**config.mk**
```make
export PLATFORM = sky130hd
export DESIGN_NAME = in_unit_flat
export DESIGN_NICKNAME = d
export VERILOG_FILES = /design/src/rtl/in_unit_pkg.sv /design/src/rtl/req_if.sv /design/src/rtl/in_fifo.sv /design/src/rtl/in_unit.sv /design/src/flat_wrapper.sv
export SDC_FILE = /design/constraint.sdc
export NUM_CORES = 1
export LEC_CHECK = 0
export BUFFER_PORTS_ARGS = -buffer_cell sky130_fd_sc_hd__buf_2
export CAP_MARGIN = 25
export CORE_MARGIN = 3
export CORE_UTILIZATION = 25
export CTS_BUF_LIST = sky130_fd_sc_hd__clkbuf_8
export CTS_CLUSTER_DIAMETER = 30
export DETAILED_ROUTE_END_ITERATION = 10
export PLACE_DENSITY = 0.52
export SKIP_CTS_REPAIR_TIMING = 1
export SYNTH_ARGS = -nofsm -noshare
export SYNTH_HDL_FRONTEND = slang
export SYNTH_SLANG_ARGS = --single-unit
```
**constraint.sdc**
```tcl
create_clock -name clk -period 9.2 [get_ports clk]
set_clock_uncertainty 0.2 [all_clocks]
set_input_delay 0.46 -clock clk [delete_from_list [all_inputs] [get_ports clk]]
set_output_delay 0.46 -clock clk [all_outputs]
set_load 0.005 [all_outputs]
```
**src/rtl/in_unit_pkg.sv**
```systemverilog
// rtl/in_unit_pkg.sv - shared widths and CDB broadcast type for the IN unit
package in_unit_pkg;

  localparam int ROB_WIDTH = 6;
  localparam int N_B_ENTRY = 4;
  localparam int B_CNT_W   = $clog2(N_B_ENTRY) + 1;

  typedef struct packed {
    logic                 valid;
    logic [ROB_WIDTH-1:0] tag;
    logic [31:0]          data;
  } cdb_t;

endpackage

```
**src/rtl/req_if.sv**
```systemverilog
// rtl/req_if.sv - valid/ready request handshake
interface req_if;
  logic valid;
  logic ready;

  modport req (output valid, input ready);
  modport rsp (input valid, output ready);
endinterface

```
**src/rtl/in_fifo.sv**
```systemverilog
// rtl/in_fifo.sv - byte FIFO between the UART receiver and the IN queue
// Push while full is accepted only when a pop happens in the same cycle.
module in_fifo #(
  parameter int DEPTH = 16,
  parameter int WIDTH = 8
) (
  input  logic             clk,
  input  logic             rst,
  input  logic             push_i,
  input  logic [WIDTH-1:0] din_i,
  input  logic             pop_i,
  output logic [WIDTH-1:0] dout_o,
  output logic             full_o,
  output logic             empty_o
);

  localparam int AW = $clog2(DEPTH);
  localparam int CW = AW + 1;

  logic [WIDTH-1:0] mem_q [DEPTH];
  logic [AW-1:0]    rd_q, rd_d, wr_q, wr_d;
  logic [CW-1:0]    count_q, count_d;
  logic             do_push, do_pop;

  assign full_o  = (count_q == CW'(DEPTH));
  assign empty_o = (count_q == '0);
  assign do_pop  = pop_i && !empty_o;
  assign do_push = push_i && (!full_o || do_pop);
  assign dout_o  = mem_q[rd_q];

  // Pointers wrap naturally because DEPTH is a power of two.
  always_comb begin
    rd_d    = rd_q + AW'(do_pop);
    wr_d    = wr_q + AW'(do_push);
    count_d = count_q + CW'(do_push) - CW'(do_pop);
  end

  always_ff @(posedge clk or posedge rst) begin
    if (rst) begin
      rd_q    <= '0;
      wr_q    <= '0;
      count_q <= '0;
    end else begin
      rd_q    <= rd_d;
      wr_q    <= wr_d;
      count_q <= count_d;
    end
  end

  always_ff @(posedge clk) begin
    if (do_push) mem_q[wr_q] <= din_i;
  end

endmodule

```
**src/rtl/in_unit.sv**
```systemverilog
// rtl/in_unit.sv - IN instruction queue pairing received bytes with issued INs
// The oldest non-speculative IN takes the FIFO head and broadcasts it on the CDB.
module in_unit
  import in_unit_pkg::*;
#(
  parameter int N_ENTRY    = 4,
  parameter int FIFO_DEPTH = 16
) (
  input  logic                 clk,
  input  logic                 rst,
  input  logic                 receiver_valid,
  input  logic [7:0]           receiver_out,
  output logic                 receiver_ready,
  req_if.rsp                   issue_req,
  input  logic [ROB_WIDTH-1:0] issue_tag,
  input  logic [B_CNT_W-1:0]   b_count_next,
  input  logic                 b_commit,
  input  logic                 failure,
  output logic                 cdb_req,
  input  logic                 cdb_grant,
  output cdb_t                 in_cdb
);

  localparam int CNT_W = $clog2(N_ENTRY + 1);

  typedef struct packed {
    logic [ROB_WIDTH-1:0] tag;
    logic [B_CNT_W-1:0]   b_count;
  } in_entry_t;

  in_entry_t        ents_q [N_ENTRY];
  in_entry_t        ents_d [N_ENTRY];
  logic [CNT_W-1:0] count_q, count_d;
  cdb_t             cdb_q, cdb_d;

  logic             fifo_full, fifo_empty;
  logic [7:0]       fifo_head;
  logic             fire, accept, run;
  logic [CNT_W-1:0] prefix, slot;

  in_fifo #(
    .DEPTH (FIFO_DEPTH),
    .WIDTH (8)
  ) u_fifo (
    .clk     (clk),
    .rst     (rst),
    .push_i  (receiver_valid && receiver_ready),
    .din_i   (receiver_out),
    .pop_i   (fire),
    .dout_o  (fifo_head),
    .full_o  (fifo_full),
    .empty_o (fifo_empty)
  );

  assign cdb_req         = (count_q != '0) && (ents_q[0].b_count == '0) && !fifo_empty;
  assign fire            = cdb_req && cdb_grant;
  assign receiver_ready  = !fifo_full || fire;
  assign issue_req.ready = fire || (count_q < CNT_W'(N_ENTRY));
  assign accept          = issue_req.valid && issue_req.ready && !failure;
  assign in_cdb          = cdb_q;

  always_comb begin
    ents_d = ents_q;
    for (int i = 0; i < N_ENTRY; i++) begin
      if (CNT_W'(i) < count_q && ents_q[i].b_count != '0)
        ents_d[i].b_count = ents_q[i].b_count - B_CNT_W'(b_commit);
    end
    // Ascending order reads each upper slot before it is overwritten.
    if (fire) begin
      for (int i = 0; i < N_ENTRY - 1; i++) begin
        if (CNT_W'(i + 1) < count_q) ents_d[i] = ents_d[i + 1];
      end
    end
    slot = count_q - CNT_W'(fire);
    for (int i = 0; i < N_ENTRY; i++) begin
      if (accept && CNT_W'(i) == slot) begin
        ents_d[i].tag     = issue_tag;
        ents_d[i].b_count = b_count_next;
      end
    end
  end

  // On a flush only the leading run of non-speculative entries survives.
  always_comb begin
    prefix = '0;
    run    = 1'b1;
    for (int i = 0; i < N_ENTRY; i++) begin
      if (run && CNT_W'(i) < count_q && ents_q[i].b_count == '0)
        prefix = prefix + CNT_W'(1);
      else
        run = 1'b0;
    end
    if (failure) count_d = prefix - CNT_W'(fire);
    else         count_d = count_q - CNT_W'(fire) + CNT_W'(accept);
  end

  always_comb begin
    cdb_d = '0;
    if (fire) begin
      cdb_d.valid = 1'b1;
      cdb_d.tag   = ents_q[0].tag;
      cdb_d.data  = {24'b0, fifo_head};
    end
  end

  always_ff @(posedge clk or posedge rst) begin
    if (rst) begin
      count_q <= '0;
      cdb_q   <= '0;
      for (int i = 0; i < N_ENTRY; i++) ents_q[i] <= '0;
    end else begin
      count_q <= count_d;
      cdb_q   <= cdb_d;
      for (int i = 0; i < N_ENTRY; i++) ents_q[i] <= ents_d[i];
    end
  end

endmodule

```
**src/flat_wrapper.sv**
```systemverilog
// flat-port wrapper written by rule: the top's interface ports become plain ports
module in_unit_flat import in_unit_pkg::*;
#(
  parameter int N_ENTRY    = 4,
  parameter int FIFO_DEPTH = 16
)
  (clk, rst, receiver_valid, receiver_out, receiver_ready, issue_tag, b_count_next, b_commit, failure, cdb_req, cdb_grant, in_cdb, issue_req_valid, issue_req_ready);
  req_if issue_req_i ();
  input  logic clk;
  input  logic rst;
  input  logic receiver_valid;
  input  logic [7:0] receiver_out;
  output logic receiver_ready;
  input  logic [ROB_WIDTH-1:0] issue_tag;
  input  logic [B_CNT_W-1:0] b_count_next;
  input  logic b_commit;
  input  logic failure;
  output logic cdb_req;
  input  logic cdb_grant;
  output cdb_t in_cdb;
  input wire logic [$bits(issue_req_i.valid)-1:0] issue_req_valid;
  output wire logic [$bits(issue_req_i.ready)-1:0] issue_req_ready;
  assign issue_req_i.valid = issue_req_valid;
  assign issue_req_ready = issue_req_i.ready;
  in_unit #(.N_ENTRY(N_ENTRY), .FIFO_DEPTH(FIFO_DEPTH)) u_core (.clk(clk), .rst(rst), .receiver_valid(receiver_valid), .receiver_out(receiver_out), .receiver_ready(receiver_ready), .issue_req(issue_req_i), .issue_tag(issue_tag), .b_count_next(b_count_next), .b_commit(b_commit), .failure(failure), .cdb_req(cdb_req), .cdb_grant(cdb_grant), .in_cdb(in_cdb));
endmodule
```
# [After elaboration in Yosys (flattened, before gate mapping)]
# Memory sizes are Yosys's and may differ from the RTL's.
# Cells that the tools add are included.
[word_totals] n_memories=1 ram_bits=128 word_cells=111 inputBits=24 regBits=91
[memory_table] memory="u_core.u_fifo.mem_q" depth=16 word_bits=8 rd=1 rd_clocked_by_memory_dff=0 write_ports=1 line="in_fifo.sv:20" source="logic [WIDTH-1:0] mem_q [DEPTH];"
[op_classes] reduce_logical=49 n_mux=23 addsub=14 magnitude_cmp=5 n_eq_ne=4
[op_table] operator="$mux W9" n=6
[op_table] operator="$mux W39" n=1
[op_table] operator="$mux W27" n=1
[op_table] operator="$mux W3" n=9
[op_table] operator="$logic_and A1 B1 Y1" n=23
[op_table] operator="$sub A3 B1 Y3" n=6
[op_table] operator="$logic_not A3 Y1" n=5
[op_table] operator="$reduce_bool A3 Y1" n=5
[op_table] operator="$reduce_bool A2 Y1" n=6
[op_table] operator="$add A4 B1 Y4" n=2
[op_table] operator="$add A3 B1 Y3 const B" n=2
[op_table] operator="$eq A2 B3 Y1 const A" n=2
[op_table] operator="$lt A1 B3 Y1 const A" n=2
[op_table] operator="$lt A2 B3 Y1 const A" n=2
[op_table] operator="$mux W1" n=6
[op_table] operator="$reduce_and A2 Y1" n=3
[op_table] operator="$add A5 B1 Y5" n=1
[op_table] operator="$eq A5 B5 Y1 const B" n=1
[op_table] operator="$logic_not A5 Y1" n=1
[op_table] operator="$sub A5 B1 Y5" n=1
[op_table] operator="$add A3 B1 Y3" n=1
[op_table] operator="$eq A1 B3 Y1 const A" n=1
[op_table] operator="$logic_not A1 Y1" n=3
[op_table] operator="$logic_or A1 B1 Y1" n=3
[op_table] operator="2 further kinds" n=2

# [Longest topological paths before layout]
[logic_depth] word_depth=14 mapped_depth=16 ltp_nobuf=14

# [Modules after synthesis]
# Synthesis repeated with hierarchy kept, for this count alone.
[unflattened] hier_cells=576 hier_area_um2=8952.3
[modules_own_cells] mod="in_fifo" cells_per_inst=277 area_each_um2=5644.2 seq_area_each_um2=4169.0 n_inst=1
[modules_own_cells] mod="in_unit" cells_per_inst=299 area_each_um2=3308.2 seq_area_each_um2=1351.3 n_inst=1

# [Least setup slack after synthesis]
# No wires, ideal clock.
[synth_timing] path_type="reg2reg" start="reg u_core.ents_q[27] (netlist name)" end="reg u_core.ents_q[0] (netlist name)" stages_incl_launch_ff=13 arrival_time_ns=3.262 slack_ns=5.613 setup_time_ns=0.125 path_cell_list="dfrtp_1 or3_4 or4_1 buf_2 inv_1 clkbuf_1 ha_1 ha_1 and2_1 a41oi_1 or4_1 buf_2 mux2_2"

# [Worst setup path in the final report]
[layout_timing] start="reg u_core.count_q[2]" end="reg u_core.ents_q[8] (netlist name)"
[layout_via] elab_chain_len=8 word_cells_on_any_way=11 cone_classes="add/sub (1); order compare (1); eq/ne (1); reduce/logical (8)"
[layout_rtl] item="from (decl)" line="in_unit.sv:33" source="logic [CNT_W-1:0] count_q, count_d;"
[layout_rtl] item="from (signal assigned)" line="in_unit.sv:112" source="count_q <= count_d;"
[layout_rtl] item="branches (longest 7 deep; another with $sub A3 B1 Y3)"
[layout_rtl] item="$logic_and A1 B1 Y1 *" line="in_unit.sv:76" source="if (accept && CNT_W'(i) == slot) begin"
# Every way passes the cells marked *.
# A chain may end at the register's enable or synchronous reset.

==> impl_metrics.env <==
export IMPL_status="complete, no violations"
export IMPL_min_period_ns=4.893
export IMPL_yosysSeqAreaShare_pct=62.97
export IMPL_grt_pass1_vias=4923
export IMPL_synth_common_cells="edfxtp_1 (128), dfrtp_1 (67), nor3_1 (35), mux4_2 (32), mux2_2 (31)"
export IMPL_grt_max_degree=68
export IMPL_worst_pin_slew_ns=0.9478
export IMPL_row_count=67
export IMPL_first_pass_iters=5
export IMPL_rsz0062_at_grt="false"
export IMPL_crit_required_ns=9.36
export IMPL_htreeDepth=4
export IMPL_n_antenna_cell=0
export IMPL_crit_path_max_fanout=25
export IMPL_ys_flop_type="edfxtp_1"
export IMPL_wl_met2_mm=9.002
export IMPL_synth_warnings=0
export IMPL_overflow=0
export IMPL_vias=4939
export IMPL_clk_pin_slew_ns=0.11
export IMPL_max_slew_margin_pct=36.47
export IMPL_clk_path_buf_depth=2
export IMPL_vias_per_cell=4.482
export IMPL_slew_violations=0
export IMPL_clockRootBuffer="clkbuf_8"
export IMPL_path_cells="nor3_1, or4_1, inv_1, ha_1, ha_1, and2_1, a41oi_2, buf_4, or4_1, mux2_2"
export IMPL_drive_above_1_share_pct=25.84
export IMPL_synth_area_leaders="edfxtp_1 (44%), dfrtp_1 (19%), mux4_2 (8.2%)"
export IMPL_syn_area_um2=8766
export IMPL_routabilityCongestion=0.7176
export IMPL_maxCapViolations=0
export IMPL_fill_cells=3434
export IMPL_holdWs_ns=0.05847
export IMPL_drc_errors=0
export IMPL_setup_viol=0
export IMPL_ios=66
export IMPL_clk_latency_ns=0.47
export IMPL_grt_pass1_wl_mm=29.93
export IMPL_critPathSlowestCell="dfrtp_1"
export IMPL_synth_xor_area_share_pct=1.299
export IMPL_endpoint_kind="flop"
export IMPL_wl_met3_um=751
export IMPL_hold_violations=0
export IMPL_ys_types=48
export IMPL_core_area_um2=34040
export IMPL_netlist_top_cell_by_area="edfxtp_1"
export IMPL_die_area_um2=37350
export IMPL_drt_iter0_drc=273
export IMPL_cts_sinks=195
export IMPL_ant_nets=0
export IMPL_synth_fa_ha_area_share_pct=3.939
export IMPL_synth_most_common_cell="edfxtp_1"
export IMPL_timing_final_crit_share_pct=53.18
export IMPL_synthMuxAreaShare_pct=14.37
export IMPL_critPathMaxStageDelay_ns=0.81
export IMPL_cp_arrival_ns=5.05
export IMPL_synth_seq_cells=195
export IMPL_synth_compound_area_share_pct=5.638
export IMPL_synth_edff_count=128
export IMPL_routedWlPerCell_um=17.43
export IMPL_path_class="reg -> reg"
export IMPL_synthSimpleGateAreaFrac_pct=6.908
export IMPL_grt_util_all_layers_pct=10.35
export IMPL_syn_to_final_growth_pct=12.76
export IMPL_cp_top_family="simple AND/OR/NAND/NOR gates"
export IMPL_p_leak_nw=3.685
export IMPL_top_layer_used="met5"
export IMPL_cts_buffers=17
export IMPL_powerDensity_nw_per_um2=280.3
export IMPL_dp_hpwl_mm=12.74
export IMPL_portBuffers=41
export IMPL_hold_class="in -> reg"
export IMPL_wl_mm=19.21
export IMPL_max_freq_ghz=0.2044
export IMPL_crit_path_start_kind="flop"
export IMPL_fp_dieW_um=193.3
export IMPL_crit_buf_inv=2
export IMPL_yosysTopAreaCellShare_pct=43.85
export IMPL_synthCells=597
export IMPL_met1Wirelength_mm=9.269
export IMPL_antenna_found_initial=2
export IMPL_synth_avg_cell_area_um2=14.68
export IMPL_initial_core_util_pct=25.76
export IMPL_synth_async_reset_ratio_pct=34.36
export IMPL_vdd_drop_max_v=0.0001877
export IMPL_nets=692
export IMPL_cts_tree="done"
export IMPL_synth_top_family_by_area="multiplexers"
export IMPL_fp_dieH_um=193.3
export IMPL_finalSetupTns_ns=0
[per-stage QoR]
| step | instances | area [um^2] | power [mW] | worst slack (ns) | utilization [%] |
|---|---|---|---|---|---|
| 4_1_cts | 1100 | 9847 | 2.812 | 4.295 | 28.93 |
| 6_report | 1102 | 9884 | 2.771 | 4.307 | 29.04 |
| 3_3_place_gp | 1068 | 9477 | 2.267 | 4.484 | 27.84 |
| 3_5_place_dp | 1068 | 9477 | 2.275 | 4.304 | 27.84 |
| 5_1_grt | 1102 | 9884 | 2.980 | 3.929 | 29.04 |
| 2_1_floorplan | 620 | 8852 | 2.000 | 5.613 | - |
[cell families after synthesis]
group,Yosys count
xor gates and xnor gates,13
buffers and inverters,86
muxes,82
DFF,195
adders and majority gates,27
and+or+nand+nor,112
other,1
AOI/OAI and AO/OA,81
[cell usage in the layout, fill, tap and decap left out, types with 4 or more instances in the layout]
| cell type | n |
|---|---|
| nand3_1 | 15 |
| nor4_2 | 5 |
| nor3_1 | 32 |
| buf_2 | 41 |
| a211oi_1 | 6 |
| dfrtp_1 | 66 |
| and2_1 | 8 |
| buf_4 | 15 |
| inv_1 | 30 |
| mux4_2 | 32 |
| a21oi_1 | 24 |
| or4_1 | 7 |
| conb_1 | 24 |
| edfxtp_1 | 128 |
| nor2_1 | 16 |
| mux2i_1 | 19 |
| a31oi_1 | 11 |
| o21ai_0 | 22 |
| xnor2_1 | 9 |
| xor2_1 | 4 |
| mux2_2 | 31 |
| clkbuf_8 | 18 |
| ha_1 | 26 |
| nand2_1 | 8 |
[worst paths after layout]
kind	from	to	slack, ns	cells past startpoint
setup / recovery	u_core.count_q[2]$_DFF_PP0_	u_core.ents_q[8]$_DFFE_PP0P_	4.31	10
hold / removal	failure	u_core.count_q[0]$_DFF_PP0_	0.06	2
setup reg to reg	u_core.count_q[2]$_DFF_PP0_	u_core.ents_q[8]$_DFFE_PP0P_	4.31	10
hold reg to reg	u_core.ents_q[32]$_DFFE_PP0P_	u_core.in_cdb[34]$_DFF_PP0_	0.29	1
max in group asynchronous	rst	u_core.u_fifo.rd_q[0]$_DFF_PP0_	7.99	5
min in group asynchronous	rst	u_core.in_cdb[35]$_DFF_PP0_	0.28	4
[final cells by class]
| type | count | area (um^2) | area share [%] |
|---|---|---|---|
| inverter | 30 | 113.9 | 1.152 |
| multi-input combinational | 339 | 2963 | 29.97 |
| clock buffer | 18 | 247.7 | 2.506 |
| sequential | 195 | 5522 | 55.86 |
| tap | 448 | 560.5 | 5.671 |
| timing repair buffer | 58 | 355.3 | 3.595 |
| clock inverter | 14 | 122.6 | 1.241 |
[power breakdown]
part	internal (mW)	switching (mW)	leakage, nW	total, mW
sequential	1.12	0.149	1.98	1.27
combinational	0.459	0.509	1.51	0.968
clock	0.203	0.326	0.191	0.529
[state kept, by name, summed over array words and instances (netlist names)]
name and count:
u_core.u_fifo.wr_q 4, u_core.u_fifo.mem_q 128, u_core.u_fifo.rd_q 4, u_core.count_q 3
u_core.ents_q 36, u_core.in_cdb 15, u_core.u_fifo.count_q 5
[worst reg2reg max path, stage by stage (launching register included)]
cell and delay, ns:
dfrtp_1 0.81, nor3_1 0.28, or4_1 0.80, inv_1 0.70, ha_1 0.28, ha_1 0.19
and2_1 0.15, a41oi_2 0.12, buf_4 0.25, or4_1 0.65, mux2_2 0.36
[per-layer routing]
| layer | up-vias | global-route usage, % |
|---|---|---|
| met5 | - | 0 |
| met4 | 4 | 2.170 |
| met3 | 17 | 2.487 |
| met2 | 97 | 16.23 |
| met1 | 2515 | 14.69 |
| li1 | 2306 | - |
No activity file was read; power rests on OpenSTA's default activity.
